File: src/rtl/sliced_sub32.sv
// Multi-cycle subtractor: computes a - b as a + ~b + 1, one SLICE-bit ripple
// slice per clock, with the inter-slice carry held in a register.
module sliced_sub32 #(
  parameter int WIDTH = 32,
  parameter int SLICE = 3
) (
  input  logic             clk,
  input  logic             rst,
  input  logic             in_valid,
  output logic             in_ready,
  input  logic [WIDTH-1:0] a,
  input  logic [WIDTH-1:0] b,
  output logic             out_valid,
  input  logic             out_ready,
  output logic [WIDTH-1:0] diff,
  output logic             borrow,
  output logic             ovf,
  output logic             busy
);

  localparam int NSLICE = (WIDTH + SLICE - 1) / SLICE;
  localparam int KW     = (NSLICE > 1) ? $clog2(NSLICE) : 1;
  localparam logic [WIDTH-1:0] SLICE_MASK = {{(WIDTH-SLICE){1'b0}}, {SLICE{1'b1}}};

  // Handshakes: a transfer happens on a rising edge where valid and ready are
  // both high; ready never depends on valid, and valid never waits on ready.
  typedef enum logic [1:0] {IDLE, RUN, DONE} state_t;

  state_t           state, state_next;
  logic [WIDTH-1:0] a_reg, nb_reg;
  logic [KW-1:0]    k;
  logic             carry;

  logic             accept, last_slice;
  int               sh;
  logic [WIDTH-1:0] a_sh, nb_sh, res_next;
  logic [SLICE-1:0] sum_bits;
  logic             c, carry_next, ovf_next;

  assign accept     = in_valid && (state == IDLE);
  assign last_slice = (k == KW'(NSLICE - 1));

  always_comb begin
    state_next = state;
    in_ready   = 1'b0;
    busy       = 1'b0;
    out_valid  = 1'b0;
    case (state)
      IDLE: begin
        in_ready = 1'b1;
        if (in_valid) state_next = RUN;
      end
      RUN: begin
        busy = 1'b1;
        if (last_slice) state_next = DONE;
      end
      DONE: begin
        out_valid = 1'b1;
        if (out_ready) state_next = IDLE;
      end
      default: state_next = IDLE;
    endcase
  end

  // One ripple slice; bits past WIDTH in a partial last slice are skipped so
  // the carry out comes from bit WIDTH-1.
  always_comb begin
    sh       = int'(k) * SLICE;
    a_sh     = a_reg >> sh;
    nb_sh    = nb_reg >> sh;
    c        = carry;
    sum_bits = '0;
    for (int i = 0; i < SLICE; i++) begin
      if (sh + i < WIDTH) begin
        sum_bits[i] = a_sh[i] ^ nb_sh[i] ^ c;
        c = (a_sh[i] & nb_sh[i]) | (c & (a_sh[i] ^ nb_sh[i]));
      end
    end
    carry_next = c;
    res_next   = (diff & ~(SLICE_MASK << sh)) | (WIDTH'(sum_bits) << sh);
    ovf_next   = (a_reg[WIDTH-1] ^ ~nb_reg[WIDTH-1]) & (res_next[WIDTH-1] ^ a_reg[WIDTH-1]);
  end

  always_ff @(posedge clk) begin
    if (rst) begin
      state  <= IDLE;
      a_reg  <= '0;
      nb_reg <= '0;
      k      <= '0;
      carry  <= 1'b1;
      diff   <= '0;
      borrow <= 1'b0;
      ovf    <= 1'b0;
    end else begin
      state <= state_next;
      case (state)
        IDLE: begin
          if (accept) begin
            a_reg  <= a;
            nb_reg <= ~b;
            carry  <= 1'b1;
            k      <= '0;
          end
        end
        RUN: begin
          diff  <= res_next;
          carry <= carry_next;
          k     <= k + KW'(1);
          if (last_slice) begin
            borrow <= ~carry_next;
            ovf    <= ovf_next;
            k      <= '0;
          end
        end
        default: ;
      endcase
    end
  end

endmodule

File: config.mk
export PLATFORM = sky130hd
export DESIGN_NAME = sliced_sub32
export DESIGN_NICKNAME = d
export VERILOG_FILES = /design/src/rtl/sliced_sub32.sv
export SDC_FILE = /design/constraint.sdc
export NUM_CORES = 1
export LEC_CHECK = 0
export BUFFER_PORTS_ARGS = -buffer_cell sky130_fd_sc_hd__buf_2
export CORE_ASPECT_RATIO = 1.2
export CORE_MARGIN = 8
export CORE_UTILIZATION = 40
export DETAILED_ROUTE_END_ITERATION = 10
export SYNTH_ARGS = -nofsm -noshare
export SYNTH_HDL_FRONTEND = slang
export SYNTH_SLANG_ARGS = --single-unit
File: constraint.sdc
create_clock -name clk -period 10.24 [get_ports clk]
set_input_delay 1.536 -clock clk [delete_from_list [all_inputs] [get_ports clk]]
set_output_delay 1.536 -clock clk [all_outputs]
set_load 0.01 [all_outputs]
==> impl_metrics.yaml <==
setup_path:
  reg2regPathDepth: 13
  critPathArrivalTime_ns: 4.77
  worst-r2r-setup-slack_ns: 5.68
  critPathRequiredTime_ns: 10.45
  crit-reg2reg-launch: "k[0]$_SDFFE_PP0P_"
  worstSetupEndpointType: "flip-flop"
  critical_path_class: "flip-flop to flip-flop"
  crit_path_max_fanout: 30
  regToRegEndpoint: "diff[29]$_SDFFE_PP0P_"
  critPathLaunchType: "flip-flop"
power_and_ir_drop:
  cellLeakagePower_nw: 2.32
  ir_worst_vdd_uv: 73.8
  p_per_area_mw_per_mm2: 167
  totalPowerFinal_uw: 944
timing:
  min_period_over_period_pct: 44.6
  timing.final.crit_period_ns: 4.56
  tns_ns: 0
  finalSetupViolations: 0
  worstMarginPinSlew_ns: 1.04
  timing.final.ws_setup_ns: 5.68
  finalHoldViolations: 0
  slew_viol_final: 0
  fmax_mhz: 219
  max-slew-margin-rel_pct: 30.2
  grt_setup_unrepaired: "no"
  clock_skew_ns: 0.00806
  finalHoldWorstSlack_ns: 0.456
place:
  io_buffer_count: 104
  dp_slack_ns: 5.67
  dp_cells: 760
  dp_wirelength_um: 9150
  post_dp_cell_area_sq_mm: 0.00531
  routabilityCongestion: 0.827
die:
  die_w_um: 115
  row_count: 43
  floorplan.initialDensity_pct: 40.9
  floorplan.die_area_sq_mm: 0.0155
  die_h_um: 135
  io-pin-count: 105
  fp.coreArea_sq_mm: 0.0115
synthesis:
  most_frequent_cell_after_synthesis: "sky130_fd_sc_hd__dfxtp_1"
  synth_area_sq_mm: 0.00471
  yosys-top-cells-area: "sky130_fd_sc_hd__dfxtp_1, sky130_fd_sc_hd__nand2_1, sky130_fd_sc_hd__nor2_1"
  synth_seq_area_share_pct: 44.6
  synth_top_area_cell: "sky130_fd_sc_hd__dfxtp_1"
  post_synth.cell_area_avg_sq_um: 8.85
  synth.lib_cells_used.distinct: 48
  postSynthRegisterBits: 105
  synth_warnings: 0
  mappedNetlistNets: 614
  netlist.area_leader.share_pct: 44.6
  synthesized_instance_count: 532
  async_reset_ff_share_pct: 0
  synth_enable_flop_cells: 0
  synth_top_cells_by_count: "sky130_fd_sc_hd__dfxtp_1, sky130_fd_sc_hd__nand2_1, sky130_fd_sc_hd__nor2_1"
  postSynth.topFlopCell: "sky130_fd_sc_hd__dfxtp_1"
clock_tree:
  cell_chosen_for_the_clock_root: "sky130_fd_sc_hd__clkbuf_16"
  clk_latency_ns: 0.35
  clock-sinks: 105
  clock_pin_slew_on_the_worst_setup_and_hold_paths_ns: 0.07
  ctsHtreeMaxLevel: 3
  post-cts-setup-buffers: 0
  post_cts.resized_instances: 0
  cts_max_path_buffers: 2
  tritoncts_clock_tree: "built"
  post_cts_hold_buffer_count: 0
  cts_made_buffers: 9
detailed_routing:
  detail_route.wirelength_um: 12500
  drtPass1Iterations: 4
  antenna_violating_nets_post_route: 0
  wl_per_cell_um: 16.1
  via_per_inst: 5.21
  drc_errors: 0
  initial_detailed_routing_violation_count: 226
  routed-via-count: 4040
grt:
  grt_pass1_wl_um: 20100
  vias_in_the_first_global_route: 4068
  grt_antenna_before_repair: 0
  global_route.usage.total_pct: 16.2
  global_route.overflow_total: 0
  pin_count_of_the_biggest_net_entering_global_routing: 97
job:
  drv.max_cap_violation_count: 0
layout:
  utilization_pct: 48.9
  area_growth_pct: 19.6
  insertedDiodeCount: 0
  finish.instance_area_sq_mm: 0.00563
  finish.cell_count_without_fillers: 776
  num-nets-final: 696
  final_layout_size_suffix_gt1_share_pct: 24.1
run_status:
  run_status: "finished, final reports clean"
worst_hold_path:
  timing.hold.worst_path_depth: 2
  hold_path.class: "flip-flop to flip-flop"
  hold_crit_endpoint: "a_reg[20]$_SDFFE_PP0P_"
  hold_sp: "a_reg[20]$_SDFFE_PP0P_"
[cell type report]
cell class	count	area (sq um)
clock buffer	11	243
multi-input combinational	381	2410
fill	1169	5880
inverter	8	30.0
timing repair buffer	109	561
clock inverter	5	86.3
sequential	105	2100
tap	157	196
[layout by cell type (no fill, tap or decap), drive strengths merged, types with 6 or more instances in the layout]
cell      n
nor2     82
buf     109
dfxtp   105
inv      10
clkbuf   11
ha       10
mux2i     8
a32oi     7
nand2    92
nand3     7
a21oi    50
nor3     11
a22oi    20
o21ai     6
mux4     12
a211oi   36
[logic make-up after synthesis]
family | Yosys count | synth area share [%]
DFF | 105 | 44.6
buffers and inverters | 46 | 4.12
xor gates and xnor gates | 1 | 0.186
adders and majority gates | 14 | 4.36
AOI/OAI and AO/OA | 136 | 20.2
and+or+nand+nor | 209 | 18.8
muxes | 21 | 7.76
[per-layer routing]
metal	up-vias	wire, um	GRT usage [%]
li1	2037	-	-
met1	1876	5620	20.7
met4	0	170	5.56
met3	12	748	3.75
met5	-	0	0
met2	115	5960	26.3
[report_power, final]
group | switching (mW) | leakage [nW] | internal (mW) | total [mW]
Clock | 0.154 | 0.161 | 0.223 | 0.377
Combinational | 0.0713 | 1.30 | 0.0491 | 0.120
Sequential | 0.0162 | 0.860 | 0.430 | 0.446
[worst max-delay path, cell delays in order, from the launching register on]
cell	delay, ns
sky130_fd_sc_hd__dfxtp_2	0.89
sky130_fd_sc_hd__inv_1	0.32
sky130_fd_sc_hd__nor2_1	0.48
sky130_fd_sc_hd__a21oi_1	0.15
sky130_fd_sc_hd__a211oi_1	0.24
sky130_fd_sc_hd__a21oi_1	0.08
sky130_fd_sc_hd__fa_1	0.43
sky130_fd_sc_hd__o21ai_0	0.27
sky130_fd_sc_hd__fa_1	0.27
sky130_fd_sc_hd__a211oi_4	0.08
sky130_fd_sc_hd__fa_1	0.48
sky130_fd_sc_hd__and2b_1	0.31
sky130_fd_sc_hd__a221oi_2	0.33
sky130_fd_sc_hd__nor3_1	0.08
[worst max-delay path by stage]
stage,from,endpoint,slack (ns)
global route,k[0]$_SDFFE_PP0P_,diff[29]$_SDFFE_PP0P_,5.31
CTS,k[0]$_SDFFE_PP0P_,diff[29]$_SDFFE_PP0P_,5.64
global placement,k[0]$_SDFFE_PP0P_,diff[29]$_SDFFE_PP0P_,5.77
finish,k[0]$_SDFFE_PP0P_,diff[29]$_SDFFE_PP0P_,5.68
floorplan,k[0]$_SDFFE_PP0P_,diff[29]$_SDFFE_PP0P_,6.65
detailed placement,k[0]$_SDFFE_PP0P_,diff[29]$_SDFFE_PP0P_,5.67
No activity file was read; power rests on OpenSTA's default activity.
